`config.mk`:
```
export PLATFORM = sky130hd
export DESIGN_NAME = egress_arbiter
export DESIGN_NICKNAME = d
export VERILOG_FILES = /design/src/rtl/egress_arbiter_pkg.sv /design/src/rtl/egress_arbiter_rr_grant.sv /design/src/rtl/egress_arbiter.sv
export SDC_FILE = /design/constraint.sdc
export NUM_CORES = 1
export LEC_CHECK = 0
export CAP_MARGIN = 15
export CORE_MARGIN = 2
export CORE_UTILIZATION = 60
export CTS_BUF_LIST = sky130_fd_sc_hd__clkbuf_8
export DETAILED_ROUTE_END_ITERATION = 16
export DONT_BUFFER_PORTS = 1
export HOLD_SLACK_MARGIN = 0.08
export PLACE_DENSITY = 0.73
export SYNTH_ARGS = -nofsm -noshare
export SYNTH_HDL_FRONTEND = slang
export SYNTH_HIERARCHICAL = 1
export SYNTH_SLANG_ARGS = --single-unit
```
`constraint.sdc`:
```
create_clock -name clk -period 4.8 [get_ports clk]
set_input_delay 0.72 -clock clk [delete_from_list [all_inputs] [get_ports clk]]
set_output_delay 0.72 -clock clk [all_outputs]
set_load 0.01 [all_outputs]
```
`src/rtl/egress_arbiter_pkg.sv`:
```
// Shared types and constants for the egress arbiter and its round-robin grant helper.
package egress_arbiter_pkg;

    localparam int unsigned DATA_W    = 12;
    localparam int unsigned CNT_W     = 5;
    localparam int unsigned NPORTS    = 4;
    localparam logic [2:0]  IDX_TOTAL = 3'd4;

    typedef enum logic [1:0] {
        StIdle,
        StWait,
        StSend
    } state_e;

    function automatic logic [CNT_W-1:0] sat_inc(input logic [CNT_W-1:0] v);
        return (v == {CNT_W{1'b1}}) ? v : v + 1'b1;
    endfunction

endpackage

```
`src/rtl/egress_arbiter_rr_grant.sv`:
```
// Combinational round-robin grant: first set bit of nonempty at or after ptr (wrapping).
module rr_grant
    import egress_arbiter_pkg::*;
(
    input  logic [NPORTS-1:0] nonempty,
    input  logic [1:0]        ptr,
    output logic [1:0]        grant,
    output logic              any_valid
);

    logic [1:0] cand;

    always_comb begin
        grant     = ptr;
        any_valid = 1'b0;
        cand      = ptr;
        // Walk from the farthest offset down so the closest port to ptr wins last.
        for (int i = NPORTS - 1; i >= 0; i--) begin
            cand = ptr + 2'(i);
            if (nonempty[cand]) begin
                grant     = cand;
                any_valid = 1'b1;
            end
        end
    end

endmodule

```
`src/rtl/egress_arbiter.sv`:
```
// Drains four output FIFOs round-robin into one valid/ready egress stream and keeps
// saturating per-port and total delivered-word counters with a registered read port.
module egress_arbiter
    import egress_arbiter_pkg::*;
(
    input  logic              clk,
    input  logic              reset,
    input  logic              init,
    input  logic              emptyP0,
    input  logic              emptyP1,
    input  logic              emptyP2,
    input  logic              emptyP3,
    input  logic [DATA_W-1:0] dataOutputP0,
    input  logic [DATA_W-1:0] dataOutputP1,
    input  logic [DATA_W-1:0] dataOutputP2,
    input  logic [DATA_W-1:0] dataOutputP3,
    output logic              popOutP0,
    output logic              popOutP1,
    output logic              popOutP2,
    output logic              popOutP3,
    output logic [DATA_W-1:0] data_out,
    output logic              valid_out,
    input  logic              ready_in,
    input  logic              req,
    input  logic [2:0]        idx,
    output logic [CNT_W-1:0]  counterOut,
    output logic              counterValid
);

    state_e            state_q, state_d;
    logic [1:0]        grant_q, rr_q, rr_ptr, rr_sel;
    logic              rr_any, handshake, pop_en;
    logic [NPORTS-1:0] nonempty, pop;
    logic [CNT_W-1:0]  cnt_q [NPORTS];
    logic [CNT_W-1:0]  total_q, rd_val;
    logic [DATA_W-1:0] port_data;

    assign nonempty  = ~{emptyP3, emptyP2, emptyP1, emptyP0};
    // valid_out is only high in SEND, so this is the SEND-state handshake.
    assign handshake = valid_out & ready_in;
    // On a handshake the next pop is chosen from the already-advanced pointer.
    assign rr_ptr    = handshake ? grant_q + 2'd1 : rr_q;

    rr_grant u_rr_grant (
        .nonempty  (nonempty),
        .ptr       (rr_ptr),
        .grant     (rr_sel),
        .any_valid (rr_any)
    );

    always_comb begin
        state_d = state_q;
        pop_en  = 1'b0;
        unique case (state_q)
            StIdle: begin
                if (rr_any) begin
                    pop_en  = 1'b1;
                    state_d = StWait;
                end
            end
            StWait: state_d = StSend;
            StSend: begin
                if (handshake) begin
                    pop_en  = rr_any;
                    state_d = rr_any ? StWait : StIdle;
                end
            end
            default: state_d = StIdle;
        endcase
    end

    always_comb begin
        pop = '0;
        if (pop_en) pop[rr_sel] = 1'b1;
    end

    assign {popOutP3, popOutP2, popOutP1, popOutP0} = pop;

    always_comb begin
        unique case (grant_q)
            2'd0:    port_data = dataOutputP0;
            2'd1:    port_data = dataOutputP1;
            2'd2:    port_data = dataOutputP2;
            default: port_data = dataOutputP3;
        endcase
    end

    always_comb begin
        rd_val = '0;
        if (idx < IDX_TOTAL)       rd_val = cnt_q[idx[1:0]];
        else if (idx == IDX_TOTAL) rd_val = total_q;
    end

    always_ff @(posedge clk) begin
        if (reset) begin
            state_q      <= StIdle;
            grant_q      <= 2'd0;
            rr_q         <= 2'd0;
            data_out     <= '0;
            valid_out    <= 1'b0;
            counterOut   <= '0;
            counterValid <= 1'b0;
            total_q      <= '0;
            for (int i = 0; i < NPORTS; i++) cnt_q[i] <= '0;
        end else begin
            state_q <= state_d;
            if (pop_en) grant_q <= rr_sel;

            if (state_q == StWait) begin
                data_out  <= port_data;
                valid_out <= 1'b1;
            end else if (handshake) begin
                valid_out <= 1'b0;
            end

            if (init)           rr_q <= 2'd0;
            else if (handshake) rr_q <= grant_q + 2'd1;

            // init clears first; a coinciding handshake then counts as the first word.
            for (int i = 0; i < NPORTS; i++) begin
                if (init) begin
                    cnt_q[i] <= (handshake && grant_q == 2'(i)) ? CNT_W'(1) : '0;
                end else if (handshake && grant_q == 2'(i)) begin
                    cnt_q[i] <= sat_inc(cnt_q[i]);
                end
            end
            if (init)           total_q <= handshake ? CNT_W'(1) : '0;
            else if (handshake) total_q <= sat_inc(total_q);

            counterValid <= req;
            if (req) counterOut <= rd_val;
        end
    end

endmodule

```
==> results of run 1 <==
worst min-delay path, stage by stage (launching register included):
cell	delay (ps)
dfxtp_1	310
nand2_1	60
a21oi_1	60
per-stage QoR:
| stage | setup WS, ps | total power, uW | instances | area (um2) |
|---|---|---|---|---|
| finish | 1450 | 954 | 324 | 2870 |
| global route | 1240 | 998 | 324 | 2870 |
| CTS | 1450 | 961 | 324 | 2870 |
| detailed placement | 1610 | 623 | 316 | 2730 |
| global placement | 1640 | 620 | 316 | 2730 |
| floorplan | 1800 | 605 | 281 | 2770 |
power by group through the flow:
stage	combinational (uW)	sequential [uW]	clock, uW
after floorplan	106	499	0
after global placement	114	506	0
after detailed placement	117	506	0
after CTS	117	497	347
after global routing	132	501	365
final	116	497	341
cells by family after synthesis:
kind of cell | after synthesis | synth area share
and+or+nand+nor | 98 | 0.183
AOI/OAI and AO/OA | 72 | 0.185
adders and majority gates | 14 | 0.0632
DFF | 50 | 0.433
xor gates and xnor gates | 9 | 0.0284
muxes | 8 | 0.0519
buffers and inverters | 30 | 0.0551
cell type report:
class	count	area [um2]	area share
flip-flops and latches	50	1200	0.419
inverters	13	48.8	0.0170
well taps	52	65.1	0.0227
multi-input cells	201	1420	0.495
clock inverters	3	63.8	0.0223
clock buffers	5	68.8	0.0240
cells in the mapped netlist, drive strengths merged (6+ instances only):
cell,number
and3,13
inv,13
nand2,22
o21ai,25
a222oi,12
dfxtp,30
buf,13
nand2b,7
a21oi,7
edfxtp,20
ha,14
nor3,6
nand3,8
nor2,26
a22o,12
sequential cells by signal, summed over array words and instances (netlist names):
register      cells
total_q           5
valid_out         1
cnt_q            20
counterOut        5
state_q           2
data_out         12
counterValid      1
rr_q              2
grant_q           2
how the worst max path moves through the flow:
stage                     slack (ps)                   start  endpoint  cells after the start
after global placement          1640                ready_in  popOutP2                      7
after global routing            1240  valid_out$_SDFFE_PP0P_  popOutP3                      7
final                           1450  valid_out$_SDFFE_PP0P_  popOutP3                      7
after floorplan                 1800                ready_in  popOutP2                      9
after detailed placement        1610                ready_in  popOutP3                      7
after CTS                       1450  valid_out$_SDFFE_PP0P_  popOutP3                      7
routing by layer:
metal / part of all wire / up-vias
met5: 0 / -
met4: 0.019 / 0
met3: 0.085 / 10
met2: 0.47 / 90
met1: 0.43 / 952
li1: - / 1019
==> results by group, run 1 <==
Global route
  – Routing usage on met3: 0.0667
  – Met1 Track Usage GR: 0.297
  – M2 GR Usage: 0.392
  – Largest net degree at the start of global routing: 30
  – Total track usage: 0.236
  – First-pass GRT wire length: around 9.5 mm
  – Grt ovf: 0
  – Vias in the first global route: 1946
  – Initial antenna violation count: 0
  – GR peak layer: met2

Yosys
  – Post-synth cell types: between 40 and 50
  – Synth warn: 6
  – Ys flop type: dfxtp_1
  – Post-synth EDFFs: 20
  – Leading area contributor after synthesis: dfxtp_1
  – Register area share after synthesis: 0.433
  – Post-Syn Nets: around 360
  – Area contributors post-synth: dfxtp_1 (22%), edfxtp_1 (22%), ha_1 (6.3%), a222oi_1 (4.3%), o21ai_0 (4.2%)
  – Syn_area_per_cell: between 9 and 10 um2
  – Syn Std Cell Area: 0.00277 mm2
  – Mapped Cells: 281
  – Async S/R FF share, synth: 0
  – Synth Register Bits: 50
  – Top-area cell type share of the netlist area: 0.217

STA
  – Fmax: 0.298 GHz
  – Setup tns final: 0 ps
  – Fin. max-slew vios: 0
  – Final-report hold violation count: 0
  – RSZ-0062 raised after global routing: no
  – Rel. slew slack: 0.420
  – Time the worst path needs with I/O delays and setup: 3350 ps
  – Hold Slack: 471 ps
  – Worst Tran Pin Value: 869 ps
  – Finish-stage setup viols: 0
  – Period utilisation layout: 0.698
  – Final Skew: 5.20 ps

Power and ir drop
  – Static leakage: 0.00115 uW
  – Net Sw Power: between 200 and 250 uW
  – Power Dens Cells: between 300 and 400 mW/mm2
  – Clock power frac: 0.357
  – Comb pwr share: 0.122
  – Switching fraction of total power: 0.240
  – Sequential share of power: 0.521
  – Max VDD drop: 0.257 mV
  – Power Internal: between 700 and 800 uW

Critical path
  – Critical Path Sink Type: output port
  – Crit-path max FO: 11
  – Bufs and invs on worst path: 0
  – Critical R2R Capture: grant_q[1]$_SDFFE_PP0P_
  – Setup crit start kind: register
  – Worst R2R Path Depth: 7
  – Reg2reg setup slack: 2470 ps
  – Crit Path Class: reg2out
  – Cell family with most CP delay: simple AND/OR/NAND/NOR gates
  – Most frequent CP cell: nand2_1
  – Arrival time of the worst setup path: 2630 ps
  – Worst Path Required: slightly above 4000 ps
  – Slowest cell on the critical path: dfxtp_1
  – Critical path, cell by cell: nand2_1 -> mux2_2 -> and3b_1 -> or4_1 -> nand2_1 -> nand3_1 -> nor2_1
  – R2r startpoint: valid_out$_SDFFE_PP0P_
  – CP max stage delay: 540 ps

Clocking
  – Num CTS Buffers: 5
  – Clock Tree Root: clkbuf_8
  – Clk pin slew, worst setup/hold paths: around 80 ps
  – Skew-Pair Late Insertion Delay: 300 ps
  – Clock Path Buffers: 2
  – CTS H-tree depth: 2
  – CTS tree: built
  – CTS Hold Bufs: 0
  – Post-CTS resize count: 0
  – Post-CTS setup buffer count: 0
  – Clock sink count: 50

Hold path
  – Hold depth: 2
  – Hold Path Class: reg2reg
  – Hold Path End: rr_q[0]$_SDFF_PP0_
  – Hold path start: rr_q[0]$_SDFF_PP0_

Layout
  – Most frequent cells in the layout: dfxtp_1 (30), nor2_1 (26), o21ai_0 (23)
  – Total Nets Final: approximately 350
  – Fillers: 362
  – Share of layout cells above drive strength 1: 0.0772
  – Commonest non-fill, non-tap cell in the layout: dfxtp_1
  – Utilization after layout: 0.649
  – Antenna diode count: 0
  – Layout area overhead: 3.39%

Die
  – Row cnt: 24
  – # IOs: 83
  – Starting Density: 0.628
  – Area of the core: 0.00441 mm2
  – DIE HEIGHT: between 70 and 80 um
  – Die Area: 0.00518 mm2
  – Die X: 72.0 um

Place
  – DPL Wire Length: 4.16 mm
  – IO buf count: 0
  – Routability cong.: 0.832

Job
  – Max cap viols: 0

Route
  – Routed len/inst: between 15 and 20 um
  – Remaining antenna violation count: 0
  – Remaining DRCs: 0
  – Drt pass-1 iters: 6
  – Final WL: approximately 5.8 mm
  – Post-DR vias/cell: 6.39
  – DR iter-0 viols: 150
  – Vias after detailed routing: slightly above 2k

Status
  – Outcome: finished, final reports clean
Power figures use the tool's default switching activity.
==> run 2: changes to the inputs <==
clock period = 3.15 ns   (was 4.8 ns; I/O delays follow)
==> results by group, run 2 (synthesized netlist as in run 1, its figures left out) <==
Status
  – Outcome: finished, final reports clean

Clocking
  – CTS H-tree depth: 2 (unchanged)
  – Post-CTS setup buffer count: 0 (unchanged)
  – CTS Hold Bufs: 0 (unchanged)
  – Skew-Pair Late Insertion Delay: 290 ps (about the same)
  – Num CTS Buffers: 5 (unchanged)
  – Clock Tree Root: clkbuf_8
  – Post-CTS resize count: 0 (unchanged)
  – Clock sink count: 50 (unchanged)
  – Clock Path Buffers: 2 (unchanged)
  – CTS tree: built
  – Clk pin slew, worst setup/hold paths: 80 ps (about the same)

STA
  – Final WS setup: 235 ps (-1210 ps)
  – Period utilisation layout: 0.925
  – Time the worst path needs with I/O delays and setup: roughly 3000 ps
  – Final Skew: 5.00 ps (-0.200 ps)
  – Fmax: 0.343 GHz
  – Finish-stage setup viols: 0 (unchanged)
  – Setup tns final: 0 ps (unchanged)
  – Fin. max-slew vios: 0 (unchanged)
  – Worst Tran Pin Value: 832 ps (-36.6 ps)
  – Final-report hold violation count: 0 (unchanged)
  – RSZ-0062 raised after global routing: no
  – Rel. slew slack: 0.444 (+0.0244)

Global route
  – Grt ovf: 0 (unchanged)
  – Initial antenna violation count: 0 (unchanged)
  – Largest net degree at the start of global routing: 30 (unchanged)
  – First-pass GRT wire length: 9.48 mm (+0.22%)
  – Total track usage: 0.237 (+0.00154)
  – Vias in the first global route: 2004 (+3.0%)

Critical path
  – Critical Path Sink Type: output port
  – Setup crit start kind: register
  – Arrival time of the worst setup path: 2440 ps (-190 ps)
  – Worst R2R Path Depth: 5 (-2)
  – R2r startpoint: cnt_q[2][0]$_SDFFCE_PN0P_
  – Reg2reg setup slack: 980 ps (-1490 ps)
  – Crit-path max FO: 6 (-5)
  – Crit Path Class: reg2out
  – Worst Path Required: 2680 ps (-1400 ps)
  – Critical R2R Capture: cnt_q[2][4]$_SDFFCE_PN0P_

Die
  – DIE HEIGHT: 72.0 um (unchanged)
  – Starting Density: 0.628 (unchanged)
  – Area of the core: 0.00441 mm2 (unchanged)
  – Row cnt: 24 (unchanged)
  – Die X: 72.0 um (unchanged)
  – # IOs: 83 (unchanged)
  – Die Area: 0.00518 mm2 (unchanged)

Route
  – DR iter-0 viols: 154 (+2.7%)
  – Vias after detailed routing: 2104 (+1.6%)
  – Remaining DRCs: 0 (unchanged)
  – Drt pass-1 iters: 7 (+1)
  – Post-DR vias/cell: 6.43 (+0.66%)
  – Final WL: 5.73 mm (-0.50%)
  – Routed len/inst: 17.5 um (-1.4%)
  – Remaining antenna violation count: 0 (unchanged)

Layout
  – Layout area overhead: 2.48%
  – Max reg flops: 20 (unchanged)
  – Antenna diode count: 0 (unchanged)
  – Total Nets Final: 348 (+0.87%)
  – Most frequent cells in the layout: dfxtp_1 (30), nor2_1 (26), o21ai_0 (23)
  – Reg with most FFs: cnt_q
  – Fillers: 372 (+2.8%)
  – Commonest non-fill, non-tap cell in the layout: dfxtp_1
  – Share of layout cells above drive strength 1: 0.0873 (+0.0101)
  – Largest regs: cnt_q: 20 flops, data_out: 12 flops

Hold path
  – Hold depth: 1 (-1)
  – Hold Path Class: in2reg
  – Hold path start: reset
  – Hold Path End: valid_out$_SDFFE_PP0P_

Power and ir drop
  – Max VDD drop: 0.301 mV (+17%)
  – Static leakage: 0.00114 uW (-0.81%)
  – Total power: 1290 uW (+35%)
  – Power Dens Cells: 454 mW/mm2 (+36%)

Job
  – Max cap viols: 0 (unchanged)

Place
  – Pre-CTS WS: 555 ps (-1060 ps)
  – DPL Wire Length: 4.27 mm (+2.6%)
  – Routability cong.: 0.888 (+6.8%)
  – IO buf count: 0 (unchanged)
## run 2: area by class of cell
class / instances / area, um2 / share of cell area
Sequential cell: 50 / 1200 / 0.423
Clock inverter: 3 / 16.3 / 0.00573
Clock buffer: 5 / 68.8 / 0.0242
Timing Repair Buffer: 3 / 22.5 / 0.00793
Tap cell: 52 / 65.1 / 0.0229
Multi-Input combinational cell: 201 / 1420 / 0.499
Inverter: 13 / 48.8 / 0.0172
## run 2: how the worst max path moves through the flow
stage / from / end / slack [ps] / cells past startpoint
finish: grant_q[0]$_SDFFE_PP0P_ / popOutP3 / 240 / 8
global route: grant_q[0]$_SDFFE_PP0P_ / popOutP3 / 70 / 8
global placement: grant_q[0]$_SDFFE_PP0P_ / popOutP3 / 600 / 8
detailed placement: grant_q[0]$_SDFFE_PP0P_ / popOutP3 / 550 / 8
CTS: grant_q[0]$_SDFFE_PP0P_ / popOutP3 / 220 / 8
floorplan: ready_in / popOutP2 / 640 / 9
## run 2: per-layer routing
layer,vias to the layer above,global-route usage,part of all wire
li1,1024,-,-
met1,986,0.301,0.43
met2,88,0.395,0.48
met3,6,0.0736,0.079
met4,0,0.0650,0.012
met5,-,0,0
## run 2: power breakdown
part	total [uW]	internal [uW]	leakage, uW	switching (uW)
clock	352	152	0.0000416	200
combinational	183	81.1	0.000629	102
sequential	754	712	0.000468	42.0
## run 2: per-stage QoR
step / hold WS, ps / instance area (um2) / util / std cells
floorplan: 443 / 2770 / - / 281
global placement: 458 / 2760 / 0.624 / 319
detailed placement: 475 / 2760 / 0.624 / 319
CTS: 222 / 2840 / 0.643 / 327
global route: 214 / 2840 / 0.643 / 327
finish: 236 / 2840 / 0.643 / 327
## run 2: worst max-delay path, cell delays in order (launching register included)
cell and delay (ps):
dfxtp_1 380, inv_1 90, ha_1 290, mux2_2 300
and3b_1 180, or4_1 460, nand2_1 120, nand3_1 120
nor2_1 200
